File: src/rtl/ext_pipe.sv
// ext_pipe: pipelined immediate-extension unit between decode and ALU/branch
// operand select. Each accepted immediate is extended according to in_mode,
// registered, and presented downstream with a 1-cycle latency. A 2-entry
// skid buffer (output register + skid entry) lets a downstream stall proceed
// without losing an operand. in_ready comes straight from a register.
//
// Modes: 00 zero-extend, 01 sign-extend, 10 upper-place, 11 sign-extend << 2.
//
// Ports:
//   clk, rst         rising-edge clock, asynchronous active-high reset
//   flush            synchronous flush, drops every buffered item
//   in_valid/ready   upstream handshake
//   in_data/mode/tag immediate field, extension mode, sideband tag
//   out_valid/ready  downstream handshake
//   out_data/tag     extended result and its tag
//   xfer_cnt         (only with EXT_PIPE_CNT_EN) 16-bit wrapping count of
//                    completed output transfers, cleared by rst only
//
// Optional feature macro: EXT_PIPE_CNT_EN
module ext_pipe #(
   parameter int IN_W  = 16,
   parameter int OUT_W = 32,
   parameter int TAG_W = 5
) (
   input  logic             clk,
   input  logic             rst,
   input  logic             flush,
   input  logic             in_valid,
   output logic             in_ready,
   input  logic [IN_W-1:0]  in_data,
   input  logic [1:0]       in_mode,
   input  logic [TAG_W-1:0] in_tag,
   output logic             out_valid,
   input  logic             out_ready,
   output logic [OUT_W-1:0] out_data,
   output logic [TAG_W-1:0] out_tag
`ifdef EXT_PIPE_CNT_EN
   ,
   output logic [15:0]      xfer_cnt
`endif
);

   // State encoding is {out_valid, skid_valid}, so both handshake outputs
   // are plain register bits.
   typedef enum logic [1:0] {
      EMPTY = 2'b00,
      ONE   = 2'b10,
      FULL  = 2'b11
   } state_t;

   state_t             state_p1;
   state_t             state_nx;
   logic               accept_p0;
   logic               xfer_p0;
   logic               load_out_p0;
   logic               load_skid_p0;
   logic               skid_to_out_p0;
   logic [OUT_W-1:0]   ext_p0;
   logic [OUT_W-1:0]   skid_data_p1;
   logic [TAG_W-1:0]   skid_tag_p1;

   function automatic logic [OUT_W-1:0] extend(input logic [IN_W-1:0] d,
                                               input logic [1:0]      m);
      logic signed [IN_W-1:0]  ds;
      logic signed [OUT_W-1:0] sx;
      logic [OUT_W-1:0]        res;
      ds = d;
      sx = OUT_W'(ds);
      case (m)
         2'b00:   res = {{(OUT_W-IN_W){1'b0}}, d};
         2'b01:   res = sx;
         2'b10:   res = {d, {(OUT_W-IN_W){1'b0}}};
         default: res = {sx[OUT_W-3:0], 2'b00};
      endcase
      return res;
   endfunction

   // ---- stage p0: input side, combinational extension and control ----
   assign out_valid = state_p1[1];
   assign in_ready  = ~state_p1[0];
   assign accept_p0 = in_valid & in_ready;
   assign xfer_p0   = out_valid & out_ready;
   assign ext_p0    = extend(in_data, in_mode);

   always_comb begin
      state_nx       = state_p1;
      load_out_p0    = 1'b0;
      load_skid_p0   = 1'b0;
      skid_to_out_p0 = 1'b0;
      if (flush) begin
         state_nx = EMPTY;
      end else begin
         case (state_p1)
            EMPTY: begin
               if (accept_p0) begin
                  state_nx    = ONE;
                  load_out_p0 = 1'b1;
               end
            end
            ONE: begin
               if (accept_p0 && xfer_p0) begin
                  load_out_p0 = 1'b1;
               end else if (accept_p0) begin
                  state_nx     = FULL;
                  load_skid_p0 = 1'b1;
               end else if (xfer_p0) begin
                  state_nx = EMPTY;
               end
            end
            FULL: begin
               if (xfer_p0) begin
                  state_nx       = ONE;
                  skid_to_out_p0 = 1'b1;
               end
            end
            default: state_nx = EMPTY;
         endcase
      end
   end

   // ---- stage p1: registered output and skid entry ----
   always_ff @(posedge clk or posedge rst) begin
      if (rst) begin
         state_p1 <= EMPTY;
      end else begin
         state_p1 <= state_nx;
      end
   end

   // out_data/out_tag must read 0 after reset, so they take the reset too.
   always_ff @(posedge clk or posedge rst) begin
      if (rst) begin
         out_data <= '0;
         out_tag  <= '0;
      end else if (load_out_p0) begin
         out_data <= ext_p0;
         out_tag  <= in_tag;
      end else if (skid_to_out_p0) begin
         out_data <= skid_data_p1;
         out_tag  <= skid_tag_p1;
      end
   end

   // Skid contents are only meaningful while state_p1 is FULL.
   always_ff @(posedge clk) begin
      if (load_skid_p0) begin
         skid_data_p1 <= ext_p0;
         skid_tag_p1  <= in_tag;
      end
   end

`ifdef EXT_PIPE_CNT_EN
   // A flush wins over a same-edge transfer, so that edge is not counted.
   always_ff @(posedge clk or posedge rst) begin
      if (rst) begin
         xfer_cnt <= '0;
      end else if (xfer_p0 && !flush) begin
         xfer_cnt <= xfer_cnt + 16'd1;
      end
   end
`endif

endmodule

File: config.mk
export PLATFORM = sky130hd
export DESIGN_NAME = ext_pipe
export DESIGN_NICKNAME = d
export VERILOG_FILES = /design/src/rtl/ext_pipe.sv
export SDC_FILE = /design/constraint.sdc
export NUM_CORES = 1
export LEC_CHECK = 0
export ABC_AREA = 1
export BUFFER_PORTS_ARGS = -buffer_cell sky130_fd_sc_hd__buf_4
export CAP_MARGIN = 20
export CORE_MARGIN = 8
export CORE_UTILIZATION = 35
export DETAILED_ROUTE_END_ITERATION = 16
export HOLD_SLACK_MARGIN = 0.05
export SYNTH_ARGS = -nofsm -noshare
export SYNTH_HDL_FRONTEND = slang
export SYNTH_SLANG_ARGS = --single-unit
File: constraint.sdc
create_clock -name clk -period 8.3 [get_ports clk]
set_clock_uncertainty 0.2 [all_clocks]
set_input_delay 0 -clock clk [delete_from_list [all_inputs] [get_ports clk]]
set_output_delay 0 -clock clk [all_outputs]
set_load 0.02 [all_outputs]
==> results.md, run 1 <==
* Sum Neg Setup Slack at 0 ps
* Achievable Freq at between 300 and 400 MHz
* Top_reg_cell synth: dfrtp_1
* DR WL/cell at 14.6 um
* Synthesis-stage register bit count at 76
* Synth top area share at approximately 29%
* Final Cycle Share at 32.6%
* Drt drc at 0
* Worst path slowest cell: dlygate4sd3_1
* DPL Wire Length at 6400 um
* Worst Max-Slew Pin Slew at slightly above 900 ps
* Worst reg-to-reg path cell count at 9
* Tmin final at 2700 ps
* Maximum vdd drop at 0.147 mV
* CP bufs+invs at 5
* Final Hold Viols at 0
* Critical Path Stages at 10
* Placer Congestion at 0.865
* Initial antenna violation count at 0
* WP data required at 8390 ps
* Layout cells sized above 1 at 18.6%
* Routed wire length at 9920 um
* Mapped Area at 3820 um^2
* Post-CTS sizing at 0
* CP delay by family, top: buffers and inverters
* Asr flop ratio synth at 51.3%
* Row Count at 38
* Yosys top cell by area: edfxtp_1
* Die span in x at ~120 um
* Post-synth cell types at 24
* Final Max Tran Viols at 0
* Core area at 10700 um^2
* Hold WC Path Type: primary input to asynchronous set/reset pin
* Largest stage delay, worst path at 580 ps
* Clock root buffer: clkbuf_8
* Die area at approximately 15000 um^2
* Synthesis-to-finish area growth at 28.4%
* Die Span Y at 120 um
* First-pass DRT Iterations at 5
* RSZ-0062 raised after global routing: false
* Vias in the first global route at 3186
* Critical Path Most Common Cell: dlygate4sd3_1
* Vias at between 3k and 4k
* Syn_nets at about 480
* EDFF count, synth at 37
* Post-route insts no fill at 678
* Tot GR Track Use at 14.0%
* Setup-failing EPs final at 0
* Power Total at 1.38 mW
* Top area cells in the synthesized netlist: edfxtp_1, dfrtp_1, nand2_1, nand3_1, inv_1
* Largest net degree at the start of global routing at 70
* Fill count at approximately 1.1k
* Max Root-Sink Buffers at 2
* Total grt overflow at 0
* Number of I/O port buffers at 66
* DP Area at 4350 um^2
* Synth Instances at roughly 440
* Post-route cell area at 4900 um^2
* Sink Count at between 70 and 80
* Cell Pwr Density at between 200 and 300 nW/um^2
* Clock Latency Late Sink at 350 ps
* Top cells by count, synth: nand2_1, inv_1, nand3_1, nor2_1, dfrtp_1
* First-pass GRT wire length at 16300 um
* Initial DRC Count at 270
* Most common cell in the netlist: nand2_1
* P_leak at between 2 and 2.5 nW
* Top-Level Pins at 67
* Critical path launch point type: primary input
* Yosys Warn Count at 0
* Via density at 4.86
* Critical path arrival at approximately 2800 ps
* Post-Syn Area per Cell at between 8 and 9 um^2
* Crit path max fanout at 18
* Starting density of the core at 35.6%
* Worst-path clk slew at 80 ps
* CTS tree: yes
* Crit path kind: primary input to register
* Htree depth at 3
* Antenna diodes at 0
* Post-CTS Setup Inserts at 0
* Max-cap violations at 0
* Seq/Total Area, Yosys at 54.6%
* Final ANT Viol Nets at 0
* CTS Buf Count at 9
* Final net count at between 500 and 600
* Cells along the critical path: dlygate4sd3_1 > buf_4 > inv_1 > nor2_2 > nand2_1 > dlygate4sd3_1 > nand3_1 > dlygate4sd3_1 > nand2_1 > nand3_1
* Outcome: finished, final reports clean
* Slew HR at 38.6%
* Crit end category: register
* Placed Cells at 626
flip-flops by register name, indices dropped and copies added (netlist names):
| register | flops |
|---|---|
| skid_tag_p1 | 5 |
| state_p1 | 2 |
| out_data | 32 |
| skid_data_p1 | 32 |
| out_tag | 5 |
worst min-delay path, stage by stage:
cell and delay [ps]:
dlygate4sd3_1 530, buf_4 130, inv_1 40, buf_4 450
per-layer routing:
| metal | part of all wire, % | GRT usage (%) |
|---|---|---|
| met1 | 44 | 18.0 |
| met3 | 7.4 | 3.78 |
| met2 | 48 | 22.5 |
| met4 | 0.88 | 4.22 |
| met5 | 0 | 0 |
kinds of logic (layout without fill, tap and decap cells):
logic type	Yosys count	after routing	synth area share [%]
AOI/OAI and AO/OA	15	15	2.39
adders and majority gates	4	4	1.31
buffers and inverters	89	184	10.6
DFF	76	76	54.6
and+or+nand+nor	259	259	31.1
cell usage in the layout, fill, tap and decap left out, types with 2 or more instances in the layout:
cell,instances
clkinvlp_4,4
clkinv_1,2
nand3_1,54
nor2_4,3
ha_1,4
inv_2,3
nand4_1,34
nor2_1,46
o22ai_1,13
nand2_2,5
inv_1,59
dfrtp_1,39
nand2_1,111
edfxtp_1,37
clkbuf_8,9
dlygate4sd3_1,36
buf_4,69
final timing paths:
kind	startpoint	slack, ps	endpoint
min in group clk	in_tag[2]	180	skid_tag_p1[2]
worst max register to register	state_p1[1]	5770	out_data[0]
worst max-delay path	in_mode[1]	5600	out_data[16]
worst min register to register	out_data[0]	310	out_data[0]
worst min-delay path	rst	140	out_data[28]
max in group asynchronous	rst	7400	out_data[15]
layout make-up:
class                   count  area, um^2  area share [%]
clock buffers               9         124            2.53
clock inverters             7        67.6            1.38
inverters                  63         239            4.87
multi-input cells         278        1330            27.2
flip-flops and latches     76        2090            42.6
well taps                 140         175            3.57
repair buffers            105         878            17.9
power breakdown:
part | leakage, nW | total (mW) | internal, mW | switching (mW)
clock | 0.0826 | 0.276 | 0.137 | 0.140
sequential | 0.834 | 0.576 | 0.509 | 0.0673
combinational | 1.42 | 0.531 | 0.219 | 0.313
total | 2.34 | 1.38 | 0.864 | 0.520
metrics by stage:
step	hold slack, ps	utilization, %	worst slack, ps
after CTS	158	45.6	5650
after global routing	183	45.6	5390
after floorplan	-101	-	4180
after global placement	-24.7	40.5	5880
after detailed placement	-12.0	40.5	5780
final	142	45.6	5600
timing repair:
item / in CTS / in global routing
hold buffers: 36 / 0
endpoints found under the setup margin: 0 / 0
endpoints found under the hold margin: 115 / 0
Power figures use the tool's default switching activity.
==> run 2, diff against run 1 <==
Settings changed: ABC_AREA 1 to 0.
Clock period 8.3 ns to 2.5 ns, I/O delays scaled along.
==> run 2 against run 1 <==
Net effect:
- via count is 26% lower
- sequential cell count is the same
- total power rose to 3.1 times the previous value
- register-to-register slack got worse by 5300 ps
- final cell count fell by 23%
- setup slack got worse by 5200 ps
- critical path depth shrank 3
- sequential share of layout area grew 3.1 points
- sequential power increased to 3.1 times the previous value
- critical path type unchanged
==> results.md, run 2 <==
* Critical path launch point type: primary input
* Clock Power Share at 21.9% (+1.9 points)
* Drt drc at 0 (unchanged)
* First-pass DRT Iterations at 4 (-1)
* Hold WC Path Type: primary input to asynchronous set/reset pin
* Final Cycle Share at 85.9%
* Worst reg-to-reg path cell count at 7 (-2)
* P_leak at 2.35 nW (+0.64%)
* Comb pwr share at 36.1% (-2.3 points)
* WP data required at 2590 ps (-5800 ps)
* CTS Buf Count at 9 (unchanged)
* Post-CTS Setup Inserts at 0 (unchanged)
* First-pass GRT wire length at 13300 um (-18%)
* Sum Neg Setup Slack at 0 ps (unchanged)
* Commonest non-fill, non-tap cell in the layout: buf_4
* EDFF count, synth at 37 (unchanged)
* Crit path kind: primary input to register
* Worst Max-Slew Pin Slew at 873 ps (-45.8 ps)
* Tot GR Track Use at 13.0% (-1.0 points)
* Via density at 4.64 (-4.4%)
* Fill count at 920 (-14%)
* Vias at 2438 (-26%)
* Initial DRC Count at 94 (-65%)
* DPL Wire Length at 5350 um (-16%)
* Synth top area share at 32.0% (+2.9 points)
* Worst-path clk slew at 80 ps (about the same)
* Vias in the first global route at 2552 (-20%)
* Post-CTS sizing at 0 (unchanged)
* Yosys top cell by area: edfxtp_1
* Largest regs: out_data (32), skid_data_p1 (32)
* CP endpoint: out_data[8]
* Maximum vdd drop at 0.479 mV (+230%)
* Cell Pwr Density at 935 nW/um^2 (+230%)
* CTS tree: yes
* R2R Path Start: state_p1[0]
* Routed wire length at 8170 um (-18%)
* Mapped Area at 3470 um^2 (-9.1%)
* # hold bufs at CTS at 28 (-22%)
* Top-Level Pins at 67 (unchanged)
* Max Root-Sink Buffers at 2 (unchanged)
* Max-cap violations at 0 (unchanged)
* Starting density of the core at 35.9% (+0.30 points)
* Post-route insts no fill at 525 (-23%)
* Top cells by count, synth: dfrtp_1, mux2i_1, nand2_1, edfxtp_1, o21ai_0
* DR WL/cell at 15.6 um (+6.4%)
* Final net count at 419 (-26%)
* Placer Congestion at 0.742 (-14%)
* Final Max Tran Viols at 0 (unchanged)
* Post-Syn Area per Cell at 11.7 um^2 (+36%)
* Row Count at 36 (-5.3%)
* Clock Latency Late Sink at 350 ps (about the same)
* Layout cells sized above 1 at 22.4% (+3.9 points)
* Clock root buffer: clkbuf_8
* Crit end category: register
* Sw power at 1.47 mW (+180%)
* Final ANT Viol Nets at 0 (unchanged)
* Total grt overflow at 0 (unchanged)
* Top area cells in the synthesized netlist: edfxtp_1, dfrtp_1, mux2i_1, a21o_1, o21ai_0
* Syn_nets at 328 (-31%)
* Die area at 13400 um^2 (-7.9%)
* Top_reg_cell synth: dfrtp_1
* Outcome: finished, final reports clean
* Worst R2R End: out_data[31]
* Final Hold Viols at 0 (unchanged)
* Synthesis-stage register bit count at 76 (unchanged)
* Core area at 9680 um^2 (-9.9%)
* Die Span Y at 116 um (-4.0%)
* Initial antenna violation count at 0 (unchanged)
* Worst Setup SP: in_mode[1]
* Sink Count at 76 (unchanged)
* R2R Setup Slk at 480 ps (-5290 ps)
* Antenna diodes at 0 (unchanged)
* Synthesis-to-finish area growth at 31.6%
* Die span in x at 116 um (-4.0%)
* RSZ-0062 raised after global routing: false
* Asr flop ratio synth at 51.3% (unchanged)
* Final Core Density at 47.2% (+1.6 points)
* Critical path arrival at 2230 ps (-560 ps)
* Largest net degree at the start of global routing at 75 (+7.1%)
* Switch share at 34.4% (-3.1 points)
* Achievable Freq at 466 MHz
* Placed Cells at 481 (-23%)
* Setup-failing EPs final at 0 (unchanged)
* Int Power at 2.80 mW (+220%)
* Most frequent cells in the layout: buf_4, mux2i_1, dfrtp_1
* Htree depth at 3 (unchanged)
* Synth Instances at 296 (-33%)
* Yosys Warn Count at 0 (unchanged)
* Seq/Total Area, Yosys at 60.1% (+5.5 points)
* Tmin final at between 2000 and 2500 ps
* Number of I/O port buffers at 66 (unchanged)
* Crit path max fanout at 21 (+3)
* Post-synth cell types at 30 (+25%)
* Slew HR at 41.7% (+3.1 points)
* Part of the power in registers at 42.1% (+0.4 points)
==> run 2: worst min-delay path by stage <==
stage / startpoint / to / slack, ps / cells past startpoint
2_1_floorplan: in_tag[0] / skid_tag_p1[0] / -100 / 0
3_3_place_gp: rst / out_tag[2] / -20 / 3
3_5_place_dp: rst / out_tag[2] / -20 / 3
4_1_cts: rst / out_tag[2] / 160 / 4
5_1_grt: in_tag[3] / skid_tag_p1[3] / 170 / 2
6_report: rst / out_tag[2] / 150 / 4
==> run 2: final cells by class <==
cell class                 instances  area (um^2)  area share [%]
sequential                        76         2090            45.6
clock inverter                     6         63.8            1.40
tap                              133          166            3.64
inverter                          17         63.8            1.40
multi-input combinational        185         1210            26.5
timing repair buffer              98          843            18.4
clock buffer                      10          138            3.01
==> run 2: cell families (layout without fill, tap and decap cells) <==
family                     after synthesis  count (layout)  synth area share, %
DFF                                     76              76                 60.1
AOI/OAI and AO/OA                       71              71                 12.8
and+or+nand+nor                         70              70                 8.72
muxes                                   39              39                 11.2
buffers and inverters                   35             131                 5.48
adders and majority gates                4               4                 1.44
xor gates and xnor gates                 1               1                0.252
==> run 2: power groups by stage <==
stage / Combinational [mW] / Clock [mW] / Sequential (mW)
3_5_place_dp: 1.54 / 0 / 1.83
2_1_floorplan: 0.581 / 0 / 2.12
3_3_place_gp: 1.51 / 0 / 1.82
5_1_grt: 1.69 / 1.02 / 1.84
4_1_cts: 1.57 / 0.962 / 1.81
6_report: 1.54 / 0.934 / 1.80
==> run 2: worst max-delay path, cell delays in order <==
cell and delay (ps):
dlygate4sd3_1 530, buf_4 220, and2_0 610, nand2_1 100
o21ai_0 90, dlygate4sd3_1 580, a21o_1 110
==> run 2: through the flow <==
stage | cell area, um^2 | setup slack, ps | power (mW) | hold WS [ps]
after global placement | 4090 | 579 | 3.34 | -15.5
after detailed placement | 4090 | 492 | 3.37 | -17.6
after global routing | 4570 | 177 | 4.55 | 165
after floorplan | 3480 | 369 | 2.70 | -101
final | 4570 | 353 | 4.27 | 150
after CTS | 4570 | 363 | 4.34 | 159
==> run 2: routing by layer <==
layer	track usage (%)	share of wire (%)	up-vias
met5	0	0	-
met4	4.32	1.6	0
met3	4.38	5.9	13
met2	21.6	48	60
met1	15.4	45	1153
li1	-	-	1212
